**config.mk**
```make
export PLATFORM = sky130hd
export DESIGN_NAME = rf_dbg_access_ctrl
export DESIGN_NICKNAME = d
export VERILOG_FILES = /design/src/rtl/rf_dbg_access_ctrl.sv
export SDC_FILE = /design/constraint.sdc
export NUM_CORES = 1
export LEC_CHECK = 0
export BUFFER_PORTS_ARGS = -buffer_cell sky130_fd_sc_hd__buf_2
export CAP_MARGIN = 40
export CORE_MARGIN = 2
export CORE_UTILIZATION = 25
export CTS_BUF_LIST = sky130_fd_sc_hd__clkbuf_2 sky130_fd_sc_hd__clkbuf_4 sky130_fd_sc_hd__clkbuf_8
export CTS_CLUSTER_DIAMETER = 60
export DETAILED_ROUTE_END_ITERATION = 8
export PLACE_DENSITY = 0.45
export SLEW_MARGIN = 15
export SYNTH_ARGS = -nofsm -noshare
export SYNTH_HDL_FRONTEND = slang
export SYNTH_SLANG_ARGS = --single-unit
```
**constraint.sdc**
```tcl
create_clock -name clk -period 2.3 [get_ports clk]
set_clock_uncertainty 0.2 [all_clocks]
set_input_delay 0.69 -clock clk [delete_from_list [all_inputs] [get_ports clk]]
set_output_delay 0.69 -clock clk [all_outputs]
set_load 0.02 [all_outputs]
```
**src/rtl/rf_dbg_access_ctrl.sv**
```systemverilog
// rf_dbg_access_ctrl: sequences debug read/write requests onto the register
// file debug port. One transaction at a time: halt the core, wait for halt and
// a quiet writeback slot, do a single-cycle access, return the response.
// Optional build macro: RF_DBG_TIMEOUT_EN bounds the halt wait and returns
// resp_err=1 when the core fails to halt within TIMEOUT_CYC cycles.
module rf_dbg_access_ctrl #(
  parameter int ADDR_W      = 5,
  parameter int DATA_W      = 32,
  parameter int TIMEOUT_CYC = 256
) (
  input  logic              clk,
  input  logic              rstn,
  input  logic              req_valid,
  output logic              req_ready,
  input  logic              req_we,
  input  logic [ADDR_W-1:0] req_addr,
  input  logic [DATA_W-1:0] req_wdata,
  output logic              resp_valid,
  input  logic              resp_ready,
  output logic [DATA_W-1:0] resp_rdata,
  output logic              resp_err,
  output logic              halt_req,
  input  logic              halt_ack,
  input  logic              core_wen,
  output logic              rf_wen,
  output logic [ADDR_W-1:0] rf_addr,
  output logic [DATA_W-1:0] rf_wdata,
  input  logic [DATA_W-1:0] rf_rdata
);

  typedef enum logic [1:0] {IDLE, HALT_WAIT, ACCESS, RESP} state_t;

  state_t              state;
  logic                lat_we;
  logic [ADDR_W-1:0]   lat_addr;
  logic [DATA_W-1:0]   lat_wdata;
  logic                acc_ok;
  logic                timeout_hit;

  // Core owns the register file unless halted and not writing back
  assign acc_ok    = halt_ack && !core_wen;
  assign req_ready = rstn && (state == IDLE);
  assign rf_addr   = lat_addr;
  assign rf_wdata  = lat_wdata;
  // Write pulse only in a qualifying ACCESS cycle; x0 is never written
  assign rf_wen    = (state == ACCESS) && acc_ok && lat_we && (lat_addr != '0);

`ifdef RF_DBG_TIMEOUT_EN
  localparam int CNT_W = $clog2(TIMEOUT_CYC + 1);
  localparam logic [CNT_W-1:0] CNT_MAX = CNT_W'(TIMEOUT_CYC - 1);

  logic [CNT_W-1:0] cnt;
  logic             err_q;

  assign timeout_hit = (state == HALT_WAIT) && !acc_ok && (cnt == CNT_MAX);
  assign resp_err    = err_q;

  // Halt-wait cycle counter (saturating) and the error flag it raises
  always_ff @(posedge clk) begin
    if (!rstn) begin
      cnt   <= '0;
      err_q <= 1'b0;
    end else begin
      if (state == IDLE && req_valid)
        cnt <= '0;
      else if (state == HALT_WAIT && !acc_ok && cnt != CNT_MAX)
        cnt <= cnt + 1'b1;
      if (timeout_hit)
        err_q <= 1'b1;
      else if (state == RESP && resp_ready)
        err_q <= 1'b0;
    end
  end
`else
  assign timeout_hit = 1'b0;
  assign resp_err    = 1'b0;
`endif

  // Transaction FSM with registered handshake and response outputs
  always_ff @(posedge clk) begin
    if (!rstn) begin
      state      <= IDLE;
      halt_req   <= 1'b0;
      resp_valid <= 1'b0;
      resp_rdata <= '0;
      lat_we     <= 1'b0;
      lat_addr   <= '0;
      lat_wdata  <= '0;
    end else begin
      case (state)
        IDLE: if (req_valid) begin
          lat_we    <= req_we;
          lat_addr  <= req_addr;
          lat_wdata <= req_wdata;
          halt_req  <= 1'b1;
          state     <= HALT_WAIT;
        end
        HALT_WAIT: begin
          if (acc_ok) begin
            state <= ACCESS;
          end else if (timeout_hit) begin
            halt_req   <= 1'b0;
            resp_valid <= 1'b1;
            resp_rdata <= '0;
            state      <= RESP;
          end
        end
        ACCESS: if (acc_ok) begin
          resp_rdata <= lat_we ? '0 : rf_rdata;
          halt_req   <= 1'b0;
          resp_valid <= 1'b1;
          state      <= RESP;
        end
        RESP: if (resp_ready) begin
          resp_valid <= 1'b0;
          resp_rdata <= '0;
          state      <= IDLE;
        end
        default: state <= IDLE;
      endcase
    end
  end

endmodule

```
# Word level (Yosys, flattened, before mapping)
# Index checks and enable logic that the tools add are counted.
# W data, S select, Z words.
[word_totals]
reg_bits = 74
latch_bits = 0
mem_bits_rw = 0
romBits = 0
output_inout_bits = 74
elab_cells = 43
memories = 0
[classes]
add_sub_neg = 0
n_mul = 0
n_div = 0
order_cmp = 0
n_eq_ne = 7
shift = 0
n_mux = 15
n_bitwise = 0
reduce_logical = 14
[ops]
columns = ["operator", "count"]
rows = [
  ["$mux W32", 3],
  ["$pmux W32 S2", 1],
  ["$mux W2", 4],
  ["$ne A2 B2 Y1 const B", 4],
  ["$pmux W2 S4", 1],
  ["$reduce_and A3 Y1", 2],
  ["$logic_and A1 B1 Y1", 5],
  ["$reduce_bool A5 Y1", 1],
  ["$eq A2 B2 Y1 const B", 2],
  ["$mux W1", 4],
  ["$pmux W1 S2", 2],
  ["$reduce_and A4 Y1", 1],
  ["$reduce_bool A2 Y1", 2],
  ["$eq A2 B1 Y1 const B", 1],
  ["$logic_not A2 Y1", 1],
  ["$reduce_and A2 Y1", 1],
  ["$logic_not A1 Y1", 1],
]

# Longest topological paths before layout
[depth]
depth_word = 5
mapped_depth = 8
ltp_nobuf = 5

# Worst setup path before layout
# OpenSTA, ideal clock, no wires.
[synth_path]
path_kind = "in2out"
from = "in halt_ack"
to = "out rf_wen"
arrival_time_ns = 1.218
required_ns = 1.410
path_slack_ns = 0.192
cell_stages = 2
path_buffers = 0
cell_sequence = "nor2b_1 > o2111a_1"
[synth_via]
elab_chain_len = 4
[synth_rtl]
columns = ["element", "line", "rtl"]
rows = [
  ["start, declared", "23", "input logic halt_ack,"],
  ["$logic_and A1 B1 Y1", "41", "assign acc_ok = halt_ack && !core_wen;"],
  ["$logic_and A1 B1 Y1 (3 in series)", "46", "assign rf_wen = (state == ACCESS) && acc_ok && lat_we && (lat_addr != '0);"],
  ["end, declared", "25", "output logic rf_wen,"],
]
# No other way between the ends.

# Worst setup path in the final report
[layout_path]
from = "reg lat_addr[3] (netlist: rf_addr[3])"
to = "out rf_wen"
[layout_via]
elab_chain_len = 2
[layout_rtl]
columns = ["element", "line", "rtl"]
rows = [
  ["start, declared", "35", "logic [ADDR_W-1:0] lat_addr;"],
  ["start signal, assigned", "93", "lat_addr <= req_addr;"],
  ["$reduce_bool A5 Y1", "46", ""],
  ["$logic_and A1 B1 Y1", "46", ""],
]
# No other way between the ends.

==> run_results.csv <==
group,metric,value,unit
run_status,status,"finished with violations",
run_status,violations,"DRC, setup timing",
clocking,cts_root_buf,"clkbuf_8",
synth,ys.flop_type,"dfxtp_1",
global_routing,grt_pass1_wl,13110,um
timing,fin_crit,2478,ps
pwr,p_total,4.318,mW
die,die_area,0.01282,mm^2
synth,ys_ff_latch,74,
worst_setup_path,crit_buf_inv,1,
timing,worst_slack,-177.9,ps
timing,rsz0062_at_grt,"true",
pwr,leakage,2.127,nW
worst_setup_path,cp-end-kind,"output pin",
synth,synth_top_area_share,49.66,%
die,coreArea,0.01152,mm^2
routing,drt_iter0_drc,128,
die,row_count,39,
placed_design,place.gp.congestion,0.6931,
synth,syn_avg_cell_area,8.671,um^2
die,pin_count,150,
global_routing,grt_overflow_total,0,
worst_setup_path,r2r_cells,7,
worst_setup_path,arrival,1590,ps
worst_setup_path,startpoint,"rf_addr[3]$_SDFFE_PN0P_",
pwr,irDropWorstVdd,0.3206,mV
clocking,cts.clk_slew.worst_paths,80,ps
synth,yosysWarnings,0,
placed_design,post-place-cells,624,
clocking,cts_tree,"yes",
synth,async_flop_share,0,%
synth,ys_seq_area_share,49.66,%
worst_setup_path,crit_type,"register to output pin",
worst_setup_path,critPathMaxStageDelay,530,ps
synth,synth-edff-count,0,
finish,finalNetCount,572,
timing,slew_violations,0,
pwr,powerDensity,1051,mW/mm^2
clocking,insertion_delay,340,ps
finish,syn_to_final_growth,37.71,%
clocking,clock-sinks,74,
worst_setup_path,cp.required,1410,ps
synth,netlist-cell-type-count,26,
die,floorplan.initialDensity,25.90,%
timing,final-hold-violation-count,0,
timing,fin_tns_setup,-177.9,ps
global_routing,grt_max_degree,33,
clocking,cts.htree.levels,3,
finish,layout.cells.non_filler,639,
worst_setup_path,cp-start-kind,"register",
routing,wirelength,8179,um
synth,syn_inst,344,
routing,drtPass1Iterations,6,
timing,finalSetupViolCount,1,
routing,postRouteAntennaNets,0,
routing,dr_total_vias,2734,
timing,period_share,107.7,%
hold_path,min_path_type,"register to register",
routing,wire_per_inst,12.80,um
routing,viasPerCell,4.279,
worst_setup_path,slowest_stage,"or4_4",
worst_setup_path,r2r_slack,420,ps
synth,synth_nets,424,
timing,fmax,403.6,MHz
worst_setup_path,crit_fanout,3,
worst_setup_path,crit_family,"simple AND/OR/NAND/NOR gates",
worst_setup_path,reg2reg_to,"resp_rdata[21]$_SDFFE_PN0P_",
worst_setup_path,r2r_start,"state[0]$_SDFFE_PN0P_",
global_routing,antenna_found_initial,0,
clocking,cts_buffers,9,
synth,yosys.area.top_type,"dfxtp_1",
global_routing,grt_usage,12.84,%
clocking,clockBufferDepth,2,
die,die_height,113.2,um
die,die_x,113.2,um
synth,synth_area_leaders,"dfxtp_1 (50%), nand2_1 (18%), mux2i_1 (12%), a21boi_0 (9.6%), ha_1 (1.7%)",
worst_setup_path,crit_path_end,"rf_wen",
synth,syn_area,0.002983,mm^2
clocking,post_cts_buffers,0,
finish,drive_gt1_share,37.10,%
placed_design,dpl.hpwl,5965,um
global_routing,grt_pass1_vias,2732,
worst_setup_path,cp_cell_sequence,"or4_4 > o2111a_1 > buf_6",
worst_setup_path,cp.depth,3,
routing,drc_errors,12,
finish,diodes,0,
placed_design,io_buffers,148,
clocking,cts_hold_buf,0,
flow_run,drv_cap,0,
placed_design,place_ws,-28.29,ps
## power breakdown
part	switching (mW)	internal (mW)	total, mW
Clock	0.465	0.547	1.01
Combinational	0.985	0.627	1.61
Sequential	0.144	1.55	1.69
Total	1.59	2.72	4.32
## worst min-delay path by stage
stage	startpoint	endpoint	cells after the start
2_1_floorplan	lat_we$_SDFFE_PN0P_	lat_we$_SDFFE_PN0P_	2
3_3_place_gp	resp_rdata[3]$_SDFFE_PN0P_	resp_rdata[3]$_SDFFE_PN0P_	2
3_5_place_dp	resp_rdata[8]$_SDFFE_PN0P_	resp_rdata[8]$_SDFFE_PN0P_	2
4_1_cts	resp_rdata[8]$_SDFFE_PN0P_	resp_rdata[8]$_SDFFE_PN0P_	2
5_1_grt	rf_wdata[28]$_SDFFE_PN0P_	rf_wdata[28]$_SDFFE_PN0P_	2
6_report	resp_rdata[15]$_SDFFE_PN0P_	resp_rdata[15]$_SDFFE_PN0P_	2
## flip-flops by register name, summed over array words and instances (netlist names)
name	count
lat_we	1
rf_wdata	32
halt_req	1
rf_addr	5
state	2
resp_valid	1
resp_rdata	32
## synthesized netlist by cell type, types with 2 or more instances
library cell and instances:
a21boi_0 38, a21oi_1 3, and2_1 2, buf_2 6
buf_6 3, clkbuf_1 13, dfxtp_1 74, ha_1 4
inv_1 4, mux2i_1 35, nand2_1 145, nand2b_1 2
o21ai_0 2
## metal layers
metal / global-route usage [%] / up-vias / share of wire, %
met5: 0 / - / 0
met4: 3.984 / 0 / 0.84
met3: 5.570 / 5 / 10
met2: 19.84 / 96 / 44
met1: 16.22 / 1231 / 45
li1: - / 1402 / -
## repair_timing
action / 4_1_cts / 5_1_grt
pin swaps: 2 / 1
endpoints found under the setup margin: 2 / 2
resized for setup: 6 / 1
endpoints found under the hold margin: 0 / 0
## cell type report
| type | count | area, um^2 |
|---|---|---|
| tap | 143 | 178.9 |
| sequential | 74 | 1485 |
| clock inverter | 3 | 40.04 |
| fill | 1241 | 7408 |
| clock buffer | 12 | 152.6 |
| timing repair buffer | 162 | 864.6 |
| inverter | 4 | 15.01 |
| multi-input combinational | 241 | 1371 |
## metrics by stage
| stage | utilization, % | cell area [um^2] | hold slack (ps) |
|---|---|---|---|
| after CTS | 35.65 | 4105 | 264.8 |
| after floorplan | - | 2983 | 268.8 |
| after detailed placement | 33.85 | 3899 | 253.5 |
| final | 35.67 | 4108 | 258.3 |
| after global routing | 35.67 | 4108 | 285.7 |
| after global placement | 33.85 | 3899 | 242.1 |
## worst min-delay path, delay by kind of cell (launching register included)
kind          cells  cell delay, ps
mux               1              50
flops             1             310
simple gates      1              50
## placed cells by master, fill, tap and decap left out, drive strengths merged
cell type / instances
buf: 162
nor2b: 1
dfxtp: 74
a21boi: 38
nor3b: 1
nor2: 1
a21o: 1
or4: 1
bufinv: 1
clkbuf: 12
conb: 1
o21a: 1
o2111a: 1
a311oi: 1
ha: 4
mux2i: 35
nand2: 145
nand2b: 2
o21ai: 2
clkinv: 2
inv: 4
a21oi: 3
and2: 2
o221ai: 1
## logic make-up after synthesis
family	count (synthesis)	share of synthesized area, %
and+or+nand+nor	153	20.09
muxes	35	11.75
buffers and inverters	29	4.824
DFF	74	49.66
adders and majority gates	4	1.678
other	1	0.1257
AOI/OAI and AO/OA	48	11.87
Note: power is estimated with default switching activity, not from simulation.
